## src/rtl/reservation_station.sv

```systemverilog
// Reservation station: an eight-slot ALU issue buffer. It captures operations from the
// register file and decoder, and it wakes operands by snooping the ALU and load/store
// result buses. Each cycle it issues the lowest-index ready operation to the ALU.
module reservation_station #(
  parameter int Entries    = 8,
  parameter int IndexWidth = 3,
  parameter int DataLength = 31,
  parameter int PcLength   = 31,
  parameter int OpLength   = 5
) (
  input  logic                clk,
  input  logic                rst,
  input  logic                is_exception_from_rob,
  input  logic                is_valid_from_decoder,
  input  logic [OpLength:0]   op_from_decoder,
  input  logic [DataLength:0] imm_from_decoder,
  input  logic [PcLength:0]   pc_from_rf,
  input  logic [DataLength:0] v1_from_rf,
  input  logic [DataLength:0] v2_from_rf,
  input  logic [PcLength:0]   q1_from_rf,
  input  logic [PcLength:0]   q2_from_rf,
  input  logic                cdb_alu_valid,
  input  logic [PcLength:0]   cdb_alu_tag,
  input  logic [DataLength:0] cdb_alu_data,
  input  logic                cdb_lsb_valid,
  input  logic [PcLength:0]   cdb_lsb_tag,
  input  logic [DataLength:0] cdb_lsb_data,
  output logic                is_full_to_decoder,
  output logic                valid_to_alu,
  output logic [OpLength:0]   op_to_alu,
  output logic [DataLength:0] v1_to_alu,
  output logic [DataLength:0] v2_to_alu,
  output logic [DataLength:0] imm_to_alu,
  output logic [PcLength:0]   pc_to_alu
);

  logic [Entries-1:0]  busy;
  logic [OpLength:0]   entry_op  [Entries];
  logic [DataLength:0] entry_imm [Entries];
  logic [PcLength:0]   entry_pc  [Entries];
  logic [DataLength:0] entry_v1  [Entries];
  logic [DataLength:0] entry_v2  [Entries];
  logic [PcLength:0]   entry_q1  [Entries];
  logic [PcLength:0]   entry_q2  [Entries];
  logic [IndexWidth:0] count;

  logic                  free_found;
  logic [IndexWidth-1:0] free_idx;
  logic                  ready_found;
  logic [IndexWidth-1:0] ready_idx;
  logic                  alloc;

  // A pending tag matches a bus only when the bus is valid and the tag is non-zero.
  // The ALU bus is tested first everywhere, so it wins when both buses carry the same tag.
  function automatic logic alu_hit(input logic [PcLength:0] q);
    return (q != '0) && cdb_alu_valid && (cdb_alu_tag == q);
  endfunction

  function automatic logic lsb_hit(input logic [PcLength:0] q);
    return (q != '0) && cdb_lsb_valid && (cdb_lsb_tag == q);
  endfunction

  assign is_full_to_decoder = (count == (IndexWidth+1)'(Entries));
  assign alloc = is_valid_from_decoder && !is_full_to_decoder && free_found;

  // Lowest-index free slot and lowest-index ready slot, both taken from registered state.
  always_comb begin
    // NOTE: every always_comb output gets a default first, otherwise paths that do not
    // assign it infer a latch; blocking '=' belongs here, and '<=' belongs in always_ff.
    free_found  = 1'b0;
    free_idx    = '0;
    ready_found = 1'b0;
    ready_idx   = '0;
    for (int i = Entries - 1; i >= 0; i--) begin
      if (!busy[i]) begin
        free_found = 1'b1;
        free_idx   = IndexWidth'(i);
      end
      if (busy[i] && entry_q1[i] == '0 && entry_q2[i] == '0) begin
        ready_found = 1'b1;
        ready_idx   = IndexWidth'(i);
      end
    end
  end

  // Flush or reset, otherwise do wakeup, issue and allocation together.
  always_ff @(posedge clk) begin
    if (rst) begin
      // NOTE: only the busy bits and the outputs need a reset. The payload arrays are
      // ignored while an entry is not busy, so they carry no reset.
      busy         <= '0;
      count        <= '0;
      valid_to_alu <= 1'b0;
      op_to_alu    <= '0;
      v1_to_alu    <= '0;
      v2_to_alu    <= '0;
      imm_to_alu   <= '0;
      pc_to_alu    <= '0;
    end else if (is_exception_from_rob) begin
      busy         <= '0;
      count        <= '0;
      valid_to_alu <= 1'b0;
    end else begin
      for (int i = 0; i < Entries; i++) begin
        if (busy[i]) begin
          if (alu_hit(entry_q1[i])) begin
            entry_v1[i] <= cdb_alu_data;
            entry_q1[i] <= '0;
          end else if (lsb_hit(entry_q1[i])) begin
            entry_v1[i] <= cdb_lsb_data;
            entry_q1[i] <= '0;
          end
          if (alu_hit(entry_q2[i])) begin
            entry_v2[i] <= cdb_alu_data;
            entry_q2[i] <= '0;
          end else if (lsb_hit(entry_q2[i])) begin
            entry_v2[i] <= cdb_lsb_data;
            entry_q2[i] <= '0;
          end
        end
      end

      valid_to_alu <= ready_found;
      if (ready_found) begin
        busy[ready_idx] <= 1'b0;
        op_to_alu       <= entry_op[ready_idx];
        v1_to_alu       <= entry_v1[ready_idx];
        v2_to_alu       <= entry_v2[ready_idx];
        imm_to_alu      <= entry_imm[ready_idx];
        pc_to_alu       <= entry_pc[ready_idx];
      end

      // The free slot is never the issuing slot, so both writes can land on the same edge.
      if (alloc) begin
        busy[free_idx]      <= 1'b1;
        entry_op[free_idx]  <= op_from_decoder;
        entry_imm[free_idx] <= imm_from_decoder;
        entry_pc[free_idx]  <= pc_from_rf;
        if (alu_hit(q1_from_rf)) begin
          entry_v1[free_idx] <= cdb_alu_data;
          entry_q1[free_idx] <= '0;
        end else if (lsb_hit(q1_from_rf)) begin
          entry_v1[free_idx] <= cdb_lsb_data;
          entry_q1[free_idx] <= '0;
        end else begin
          entry_v1[free_idx] <= v1_from_rf;
          entry_q1[free_idx] <= q1_from_rf;
        end
        if (alu_hit(q2_from_rf)) begin
          entry_v2[free_idx] <= cdb_alu_data;
          entry_q2[free_idx] <= '0;
        end else if (lsb_hit(q2_from_rf)) begin
          entry_v2[free_idx] <= cdb_lsb_data;
          entry_q2[free_idx] <= '0;
        end else begin
          entry_v2[free_idx] <= v2_from_rf;
          entry_q2[free_idx] <= q2_from_rf;
        end
      end

      count <= count + (IndexWidth+1)'(alloc) - (IndexWidth+1)'(ready_found);
    end
  end

endmodule

```

## config.mk

```make
export PLATFORM = sky130hd
export DESIGN_NAME = reservation_station
export DESIGN_NICKNAME = d
export VERILOG_FILES = /design/src/rtl/reservation_station.sv
export SDC_FILE = /design/constraint.sdc
export NUM_CORES = 2
export LEC_CHECK = 0
export BUFFER_PORTS_ARGS = -buffer_cell sky130_fd_sc_hd__buf_2
export CELL_PAD_IN_SITES_DETAIL_PLACEMENT = 1
export CELL_PAD_IN_SITES_GLOBAL_PLACEMENT = 2
export CORE_UTILIZATION = 46
export CTS_CLUSTER_SIZE = 28
export DETAILED_ROUTE_END_ITERATION = 16
export PLACE_DENSITY = 0.9
export SLEW_MARGIN = 20
export SYNTH_ARGS = -nofsm -noshare
export SYNTH_HDL_FRONTEND = slang
export SYNTH_SLANG_ARGS = --single-unit
```

## constraint.sdc

```tcl
create_clock -name clk -period 17.1 [get_ports clk]
set_clock_uncertainty 0.05 [all_clocks]
set_input_delay 3.42 -clock clk [delete_from_list [all_inputs] [get_ports clk]]
set_output_delay 3.42 -clock clk [all_outputs]
set_load 0.03 [all_outputs]
```

==> out/qor.csv <==
stage;metric;value;unit
run_status;result of the run;completed;
detailed_routing;remaining routing DRC violations;0;
global_routing;global-route wire length before repair;543;mm
synth;Cells after Synth;7715;
sta;transition at the pin with the smallest max-transition slack;1.44;ns
detailed_routing;routed wire length on met2;177;mm
sta;total count of max-transition violations in the final report;0;
setup_path;depth of the worst register-to-register path;12;
detailed_routing;Detail Route Antenna Nets;0;
die;Core Area;195000;um2
detailed_routing;met1 WL;145;mm
synth;fraction of registers with async set or reset after synthesis;0;%
detailed_routing;routed length on met3;42.9;mm
clock_network;Resized Gates After CTS;0;
run;Max-Cap Viols;0;
pwr;leakage power;33.5;nW
die;starting density of the core;46.3;%
clock_network;deepest level of the CTS H-tree;4;
global_routing;number of antenna violations at the first check in global routing;44;
detailed_routing;DRC violation total after the first TritonRoute iteration;9908;
clock_network;root buffer cell;clkbuf_16;
die;width of the die;445;um
die;Chip Height;445;um
setup_path;Crit Reg-Reg Endpoint;v2_to_alu[31]$_SDFFE_PP0P_;
global_routing;largest net degree at the start of global routing;185;
setup_path;biggest fanout along the worst timing path;55;
clock_network;Skew-Pair Late Insertion Delay;0.89;ns
sta;highest achievable clock rate;0.132;GHz
pwr;post-layout power;9.56;mW
die;std cell rows;162;
hold_path;count of cells along the worst hold path;1;
detailed_routing;vias after detailed routing;71000;
clock_network;number of setup buffers added after CTS;0;
die;IO Pins;468;
synth;Top FF cell, synth;edfxtp_1;
clock_network;TritonCTS clock tree;done;
clock_network;Clock Sinks;1731;
die;die outline area;198000;um2
detailed_routing;Vias per Instance;6.67;
setup_path;worst setup path start;cdb_lsb_tag[14];
setup_path;startpoint of the worst-slack reg-to-reg timing path;entry_q2[4][11]$_SDFFCE_PN0P_;
placed_design;post-place instance area;94400;um2
clock_network;number of buffers created by CTS;188;
synth;number of flops mapped to enable cells by yosys;1584;
final_layout;most common cell after layout, fill and taps aside;edfxtp_1;
final_layout;Core Util, Final;51.7;%
detailed_routing;final WL;390;mm
sta;Final Hold Fails;0;
sta;fin crit share;44.3;%
final_layout;Layout area overhead;11.8;%
setup_path;crit path capture;entry_q1[0][25]$_SDFFCE_PN0P_;
final_layout;final standard cell area without fillers;101000;um2
hold_path;path type of the worst min-delay path;flop to flop;
sta;TNS Setup;0;ns
setup_path;worst path arrival time;7.96;ns
global_routing;GRT Resource Usage Total;38.6;%
global_routing;aggregate global routing overflow;0;
detailed_routing;number of iterations in the first detailed-routing pass;10;
clock_network;maximum clock path buffer count;3;
clock_network;Clock transition at path regs;0.06;ns
setup_path;Crit Path Class;primary input to flop;
placed_design;Port Buffer Count;467;
sta;final setup violation count;0;
synth;number of storage elements in the synthesis netlist;1731;
global_routing;via count of the first global-routing pass;72000;
synth;area of the mapped netlist;90100;um2
synth;Distinct cells, synth;59;
synth;register area share after synthesis;56.1;%
pwr;power per cell area;94.9;nW/um2
detailed_routing;detail-routed net length per standard cell;36.6;um
placed_design;half-perimeter wire length of the detailed placement result;231;mm
synth;average instance area after synthesis;11.7;um2
sta;relative max-transition margin;3.98;%
synth;Synth Warn #;0;
pwr;Max rail drop VDD;0.0962;mV
setup_path;required time of the critical path;17.49;ns
placed_design;weighted congestion reported at the end of routability-driven placement;0.968;
final_layout;ratio of cells with drive above 1 in the final layout;18.8;%
final_layout;final-stage net count;8170;
clock_network;Post-CTS Hold Fix Bufs;0;
detailed_routing;highest signal layer in the routed design;met5;
setup_path;R2R Setup Slk;10.96;ns
synth;Post-Syn Nets;8053;
sta;fin crit period;7.57;ns
final_layout;most frequent cells in the layout;edfxtp_1 (1584), xor2_1 (682), nand2_1 (667), and2_1 (516), mux2_2 (512);
setup_path;critical path launch point type;primary input;
setup_path;CP Capture Type;flop;
sta;setup repair after global routing missed its margin;false;
critical path, stage by stage:
cell,delay (ns)
buf_2,0.41
buf_4,0.59
xnor2_1,0.18
nand4_1,0.11
nor3_1,0.95
nand3_2,0.71
nand2_4,0.53
buf_4,0.84
worst min path at each step:
stage	slack, ns	from	to
detailed placement	0.40	pc_to_alu[0]$_SDFFE_PP0P_	pc_to_alu[0]$_SDFFE_PP0P_
global placement	0.39	pc_to_alu[15]$_SDFFE_PP0P_	pc_to_alu[15]$_SDFFE_PP0P_
global route	0.43	pc_to_alu[0]$_SDFFE_PP0P_	pc_to_alu[0]$_SDFFE_PP0P_
finish	0.41	pc_to_alu[0]$_SDFFE_PP0P_	pc_to_alu[0]$_SDFFE_PP0P_
CTS	0.41	pc_to_alu[0]$_SDFFE_PP0P_	pc_to_alu[0]$_SDFFE_PP0P_
floorplan	0.44	entry_imm[0][11]$_DFFE_PP_	imm_to_alu[11]$_SDFFE_PP0P_
Yosys cell counts, types with 4 or more instances:
library cell  count  area (um2)
and2_1          518        3240
dfxtp_1         147        2940
nand2b_1          4        25.0
buf_1            57         214
a21oi_1         149         746
nand4b_1          6        52.6
a32oi_1          29         254
nand2_1         674        2530
mux2_2          512        5770
nor2_1          165         619
a22oi_1         210        1580
ha_1              5        62.6
clkbuf_1        419        1570
nor4_2            4        50.1
nand4_1         164        1030
and3_1            6        37.5
a222oi_1        151        1510
a21boi_0        132         991
a211o_1          16         140
xor2_1          682        5970
o31ai_1           4        30.0
nor3_1           50         250
nor4_1          334        2090
nor4_4            6         128
o21ai_0         447        2240
mux2i_1          64         641
nand3_1         279        1400
edfxtp_1       1584       47600
o211ai_1          7        52.6
buf_2           212        1060
or2_2             4        25.0
buf_4            17         128
o21ai_1         127         636
buf_6             4        45.0
xnor2_1         468        4100
inv_1            23        86.3
sequential cells by signal, summed over array words and instances (netlist names):
register / count
v1_to_alu: 32
pc_to_alu: 32
imm_to_alu: 32
count: 4
valid_to_alu: 1
entry_op: 48
entry_imm: 256
entry_q2: 256
entry_v1: 256
v2_to_alu: 32
entry_pc: 256
busy: 8
entry_q1: 256
op_to_alu: 6
entry_v2: 256
cells by family after synthesis:
kind of cell	Yosys count	synth area share, %
flops	1731	56.1
buf+inv	732	3.45
simple gates	2227	12.8
xor+xnor	1150	11.2
mux	576	7.11
fa+ha+maj	6	0.0917
compound gates	1293	9.27
through the flow:
stage	hold WS [ns]	instances	setup slack, ns
floorplan	0.438	7715	8.79
global placement	0.391	10300	8.76
CTS	0.410	10600	9.93
finish	0.407	10600	9.53
global route	0.430	10600	9.80
detailed placement	0.395	10300	9.04
layer usage:
layer | vias to the layer above | GRT usage (%)
li1 | 28600 | -
met1 | 36200 | 50.0
met2 | 4882 | 60.3
met3 | 1220 | 8.00
met4 | 14 | 21.6
met5 | - | 0
report_power, final:
part	total, mW	switching, mW	internal [mW]
sequential	4.64	0.0172	4.62
clock	4.19	1.84	2.36
combinational	0.727	0.517	0.210
total	9.56	2.37	7.19
layout make-up:
type / count / area (um2)
Antenna cell: 31 / 77.6
Clock buffer: 244 / 5030
Clock inverter: 105 / 1240
Fill cell: 20100 / 94000
Inverter: 23 / 109
Multi-Input combinational cell: 5252 / 36800
Sequential cell: 1731 / 50500
Tap cell: 2624 / 3280
Timing Repair Buffer: 636 / 3650
Note: power is estimated with default switching activity, not from simulation.
